--- config.mk ---
export PLATFORM = sky130hd
export DESIGN_NAME = sap_clk_gate_ctrl
export DESIGN_NICKNAME = d
export VERILOG_FILES = /design/src/rtl/sap_clk_gate_ctrl.sv
export SDC_FILE = /design/constraint.sdc
export NUM_CORES = 1
export LEC_CHECK = 0
export CORE_MARGIN = 5
export CORE_UTILIZATION = 50
export CTS_CLUSTER_DIAMETER = 100
export DETAILED_ROUTE_END_ITERATION = 6
export GPL_ROUTABILITY_DRIVEN = 0
export HOLD_SLACK_MARGIN = 0.15
export PLACE_DENSITY = 0.78
export SYNTH_ARGS = -nofsm -noshare
export SYNTH_HDL_FRONTEND = slang
export SYNTH_SLANG_ARGS = --single-unit
--- constraint.sdc ---
create_clock -name clk_i -period 3.1 [get_ports clk_i]
set_input_delay 0.93 -clock clk_i [delete_from_list [all_inputs] [get_ports clk_i]]
set_output_delay 0.93 -clock clk_i [all_outputs]
set_load 0.05 [all_outputs]
--- src/rtl/sap_clk_gate_ctrl.sv ---
// Clock-gate enable controller: gates a domain clock after a run of consecutive
// qualifying idle cycles and re-enables it with a settle delay on wake or force.
module sap_clk_gate_ctrl #(
    parameter int IDLE_CYCLES = 16,
    parameter int WAKE_CYCLES = 2,
    parameter int CNT_W       = 16
) (
    input  logic             clk_i,
    input  logic             rst_i,
    input  logic             idle_i,
    input  logic             wake_req_i,
    input  logic             sw_force_i,
    input  logic             test_en_i,
    output logic             gate_en_o,
    output logic             clk_active_o,
    output logic [1:0]       state_o,
    output logic [CNT_W-1:0] gate_count_o
);

    localparam int IW = (IDLE_CYCLES > 1) ? $clog2(IDLE_CYCLES) : 1;
    localparam int WW = (WAKE_CYCLES > 1) ? $clog2(WAKE_CYCLES) : 1;
    localparam logic [IW-1:0] IDLE_LAST = IW'(IDLE_CYCLES - 1);
    localparam logic [WW-1:0] WAKE_LAST = WW'((WAKE_CYCLES > 0) ? WAKE_CYCLES - 1 : 0);

    typedef enum logic [1:0] {
        RUN       = 2'd0,
        IDLE_WAIT = 2'd1,
        GATED     = 2'd2,
        WAKE      = 2'd3
    } state_t;

    state_t            state_q, state_d;
    logic [IW-1:0]     idle_cnt_q, idle_cnt_d;
    logic [WW-1:0]     wake_cnt_q, wake_cnt_d;
    logic              en_q, en_d;
    logic              active_q, active_d;
    logic [CNT_W-1:0]  gate_count_q, gate_count_d;
    logic              qual;
    logic              wake_any;

    assign wake_any = wake_req_i | sw_force_i;
    assign qual     = idle_i & ~wake_any;

    always_ff @(posedge clk_i) begin
        if (rst_i) begin
            state_q      <= RUN;
            idle_cnt_q   <= '0;
            wake_cnt_q   <= '0;
            en_q         <= 1'b1;
            active_q     <= 1'b1;
            gate_count_q <= '0;
        end else begin
            state_q      <= state_d;
            idle_cnt_q   <= idle_cnt_d;
            wake_cnt_q   <= wake_cnt_d;
            en_q         <= en_d;
            active_q     <= active_d;
            gate_count_q <= gate_count_d;
        end
    end

    always_comb begin
        state_d    = state_q;
        idle_cnt_d = idle_cnt_q;
        wake_cnt_d = wake_cnt_q;
        case (state_q)
            RUN: begin
                idle_cnt_d = '0;
                if (qual) begin
                    if (IDLE_CYCLES == 1) begin
                        state_d = GATED;
                    end else begin
                        state_d    = IDLE_WAIT;
                        idle_cnt_d = IW'(1);
                    end
                end
            end
            IDLE_WAIT: begin
                if (!qual) begin
                    state_d    = RUN;
                    idle_cnt_d = '0;
                end else if (idle_cnt_q == IDLE_LAST) begin
                    state_d    = GATED;
                    idle_cnt_d = '0;
                end else begin
                    idle_cnt_d = idle_cnt_q + IW'(1);
                end
            end
            GATED: begin
                // idle_i is deliberately ignored while the clock is stopped
                if (wake_any) begin
                    state_d    = (WAKE_CYCLES == 0) ? RUN : WAKE;
                    wake_cnt_d = '0;
                end
            end
            WAKE: begin
                if (wake_cnt_q == WAKE_LAST) begin
                    state_d    = RUN;
                    wake_cnt_d = '0;
                end else begin
                    wake_cnt_d = wake_cnt_q + WW'(1);
                end
            end
            default: state_d = RUN;
        endcase
    end

    // Registered outputs are decoded from the next state so they change on the same edge.
    always_comb begin
        en_d         = (state_d != GATED);
        active_d     = (state_d == RUN) || (state_d == IDLE_WAIT);
        gate_count_d = gate_count_q;
        if (state_d == GATED && state_q != GATED && gate_count_q != '1) begin
            gate_count_d = gate_count_q + CNT_W'(1);
        end
    end

    assign gate_en_o    = en_q | test_en_i;
    assign clk_active_o = active_q;
    assign state_o      = state_q;
    assign gate_count_o = gate_count_q;

endmodule

Word-level counts from Yosys, hierarchy flattened
Index checks and enable logic that the tools add are counted.
{ "classes": {"addsub": 3, "eq_ne": 10, "muxes": 13, "bitwise": 4, "n_reduce_logical": 8} }
{ "op_table": {"columns": ["op", "n"], "rows": [
  ["$add A16 B1 Y16 const B", 1],
  ["$ne A16 B16 Y1 const B", 1],
  ["$mux W2", 5],
  ["$mux W4", 2],
  ["$pmux W2 S4", 1],
  ["$pmux W4 S2", 1],
  ["$eq A2 B2 Y1 const B", 3],
  ["$ne A2 B2 Y1 const B", 3],
  ["$add A4 B1 Y4 const B", 1],
  ["$eq A2 B1 Y1 const B", 2],
  ["$eq A4 B4 Y1 const B", 1],
  ["$logic_not A2 Y1", 2],
  ["$reduce_bool A2 Y1", 2],
  ["$mux W1", 3],
  ["$logic_and A1 B1 Y1", 2],
  ["$or A1 B1 Y1", 2],
  ["$pmux W1 S2", 1],
  ["$reduce_and A2 Y1", 1],
  ["$add A1 B1 Y1 const B", 1],
  ["$and A1 B1 Y1", 1],
  ["$logic_or A1 B1 Y1", 1],
  ["$not A1 Y1", 1]
]} }
{ "totals": {"ff_bits": 25, "inputBits": 6, "out_inout_bits": 20, "word_cells": 44} }

Depth between registers and ports, before layout
{ "depth": {"word_depth": 8, "ltp_mapped": 6, "mapped_depth_nobuf": 5} }

Worst setup path before layout
OpenSTA, ideal clock, no wires.
{ "synth_path": {"path_type": "input to register", "from": "in sw_force_i", "to": "reg gate_count_q[13], in the netlist gate_count_o[13]", "setup_time_ns": 0.121, "arrival_time_ns": 2.540, "required_time_ns": 2.979, "path_slack_ns": 0.439, "cell_stages": 4, "path_buffers": 0, "path_cell_list": "or4b_4 -> or4_4 -> nor4_1 -> mux2_2"} }
{ "synth_between": {"elab_chain_len": 8, "elab_cells_between_ends": 10, "cone_classes": "eq/ne: 1; mux: 4; bitwise: 3; reduce/logical: 2"} }
{ "synth_rtl": {"columns": ["element", "line", "text"], "rows": [
  ["start: declaration", "12", "input logic sw_force_i,"],
  ["$or A1 B1 Y1 *", "41", "assign wake_any = wake_req_i | sw_force_i;"],
  ["$not A1 Y1", "42", "assign qual = idle_i & ~wake_any;"],
  ["$and A1 B1 Y1", "42", null],
  ["$mux W2 (on tied branches)", "79, 69", null],
  ["$pmux W2 S4 *", "66", "case (state_q)"],
  ["$eq A2 B2 Y1 *", "113", "if (state_d == GATED && state_q != GATED && gate_count_q != '1) begin"],
  ["$logic_and A1 B1 Y1 * (2 in a row)", "113", null],
  ["end signal: assignment", "58", "gate_count_q <= gate_count_d;"],
  ["end: declaration", "37", "logic [CNT_W-1:0] gate_count_q, gate_count_d;"]
]} }
Mark *: on every way between the ends. The rest lies on a longest branch, timed or not.
A chain may end at the register's enable or synchronous reset.

Worst setup path after layout
Same ends and word-level chain as after synthesis.

==> flow_metrics.env <==
export IMPL_hold_class="reg -> reg"
export IMPL_htreeDepth=1
export IMPL_overflow=0
export IMPL_crit_required_ns=3.33
export IMPL_synthCells=155
export IMPL_worst_slack_ns=0.249
export IMPL_maxCapViolCount=0
export IMPL_start_kind="primary input"
export IMPL_post_place_ws_ns=-0.0645
export IMPL_maxSlewViolCount=0
export IMPL_core_sq_um=2500
export IMPL_critPathKind="in -> reg"
export IMPL_synth_edf_count=0
export IMPL_yosysWarnings=0
export IMPL_rsz0062_at_grt="no"
export IMPL_die_area_sq_um=3760
export IMPL_worst_skew_pair_late_latency_ns=0.33
export IMPL_fmax_mhz=351
export IMPL_dp_hpwl_um=2290
export IMPL_dr_pass1_iters=4
export IMPL_synth_flop_cell="dfxtp_1"
export IMPL_leakage_nw=0.548
export IMPL_max_slew_worst_pin_slew_ns=0.726
export IMPL_synthTopCellsByArea="dfxtp_1, mux2_2, nor2_1, nor2b_1, a21oi_1"
export IMPL_grt_pass1_vias=1245
export IMPL_postSynthAreaPerCell_sq_um=8.51
export IMPL_critical_path_top_delay_family="simple AND/OR/NAND/NOR gates"
export IMPL_max_vdd_ir_drop_mv=0.280
export IMPL_min_period_ns=2.85
export IMPL_hold_violations=0
export IMPL_initial_core_util_pct=52.8
export IMPL_insertedDiodeCount=0
export IMPL_syn_to_final_growth_pct=24.7
export IMPL_cp_cell_sequence="clkdlybuf4s50_1 > or4b_4 > or4_4 > nor4_1 > mux2_2"
export IMPL_synth_top_cell_area_share_pct=38.0
export IMPL_clkTransAtPathRegs_ns=0.14
export IMPL_outcome="completed"
export IMPL_ios=26
export IMPL_drc_errors=0
export IMPL_port_buffers=25
export IMPL_fin_nets=191
export IMPL_die_y_um=61.4
export IMPL_synth_area_leader_cell="dfxtp_1"
export IMPL_end_kind="register"
export IMPL_whs_ns=0.505
export IMPL_drt_iter0_markers=83
export IMPL_ys_types=40
export IMPL_crit_buf_inv=1
export IMPL_final_util_pct=65.8
export IMPL_min_period_over_period_pct=92.0
export IMPL_synth_seq_cells=25
export IMPL_cts_tree="yes"
export IMPL_vias=1273
export IMPL_finalWirelength_um=3140
export IMPL_synth_most_common_cell="dfxtp_1"
export IMPL_num_rows=18
export IMPL_grt_max_degree=23
export IMPL_cp_arrival_ns=3.09
export IMPL_grt_pass1_wl_um=5240
export IMPL_setup_viol=0
export IMPL_cts_hold_buffers=0
export IMPL_ctsResizeCount=0
export IMPL_cts_setup_buffers=0
export IMPL_max_slew_margin_pct=51.0
export IMPL_ys_seq_area_share_pct=38.0
export IMPL_cts_buffers=3
export IMPL_fill_cells=216
export IMPL_syn_area_sq_um=1320
export IMPL_critical_path_max_stage_delay_ns=0.56
export IMPL_synth_fp_nets=163
export IMPL_drive_gt1_share_pct=12.6
export IMPL_vias_per_cell=6.00
export IMPL_synth_common_cells="dfxtp_1, nor2_1, nand2_1"
export IMPL_cts_buffer_depth=2
export IMPL_crit_fanout=5
export IMPL_dieWidth_um=61.4
export IMPL_antenna_left=0
export IMPL_antenna_found_initial=0
export IMPL_clock_sinks=25
export IMPL_skew_ns=0.00465
export IMPL_p_per_area_nw_per_um2=306
export IMPL_power_w=0.000504
export IMPL_slowest_stage="or4_4"
export IMPL_routedWlPerCell_um=14.8
export IMPL_grtUsageTotal_pct=18.4
export IMPL_root_buffer="clkbuf_4"
export IMPL_async_reset_ff_share_pct=0
[routing by layer]
| layer | share of wire [%] | vias up | wire [um] | GRT usage (%) |
|---|---|---|---|---|
| met5 | 0 | - | 0 | 0 |
| met3 | 3.4 | 6 | 108 | 3.56 |
| met2 | 49 | 29 | 1540 | 30.7 |
| met1 | 46 | 602 | 1440 | 21.4 |
| li1 | - | 636 | - | - |
| met4 | 1.7 | 0 | 52 | 11.8 |
[area by class of cell]
cell class	count	area [sq um]	share of cell area, %
multi-input cells	120	773	47.0
flip-flops and latches	25	500	30.4
repair buffers	29	290	17.7
well taps	30	37.5	2.28
clock buffers	3	22.5	1.37
inverters	4	15.0	0.913
clock inverters	1	5.00	0.304
[per-stage QoR]
stage	area [sq um]	instances	setup TNS, ns
6_report	1640	212	0
5_1_grt	1640	212	0
4_1_cts	1640	212	0
3_5_place_dp	1620	208	-0.0645
3_3_place_gp	1620	208	-0.0486
2_1_floorplan	1320	155	0
[where the power goes]
part           switching (W)  internal, W  total [W]  leakage (nW)
Clock               0.000103    0.0000485   0.000152        0.0177
Combinational      0.0000144    0.0000144  0.0000289         0.329
Sequential        0.00000145     0.000322   0.000324         0.201
[final timing paths]
kind         cells past startpoint                             to  slack, ns                       start
max reg2reg                      5  gate_count_o[13]$_SDFFE_PP0P_       0.80  idle_cnt_q[0]$_SDFFE_PP0P_
max                              5  gate_count_o[13]$_SDFFE_PP0P_       0.25                  sw_force_i
min reg2reg                      1        wake_cnt_q$_SDFFE_PP0P_       0.50     wake_cnt_q$_SDFFE_PP0P_
min                              1        wake_cnt_q$_SDFFE_PP0P_       0.50     wake_cnt_q$_SDFFE_PP0P_
[cells by family (layout without fill, tap and decap cells)]
| kind of cell | Yosys count | after routing | share of synthesized area (%) |
|---|---|---|---|
| buffers and inverters | 10 | 37 | 3.42 |
| muxes | 11 | 11 | 9.30 |
| AOI/OAI and AO/OA | 30 | 30 | 15.4 |
| adders and majority gates | 2 | 2 | 1.90 |
| and+or+nand+nor | 77 | 77 | 32.1 |
| DFF | 25 | 25 | 38.0 |
[cell usage in the layout (no fill, tap or decap), types with 6 or more instances in the layout]
cell type	count
nand2_1	11
dfxtp_1	25
clkdlybuf4s50_1	24
nand3_1	9
mux2_2	10
a21oi_1	10
nor2b_1	10
nand4_1	6
nor2_1	18
[worst reg2reg max path, delay by kind of cell (launching register included)]
family / cells / cell delay [ns]
muxes: 1 / 0.37
and+or+nand+nor: 3 / 1.14
adders and majority gates: 1 / 0.27
DFF: 1 / 0.43
[state kept, by name (all words and copies together) (netlist names)]
signal and cells:
clk_active_o 1, idle_cnt_q 4, en_q 1, wake_cnt_q 1, gate_count_o 16, state_o 2
(Power assumes the default switching activity.)
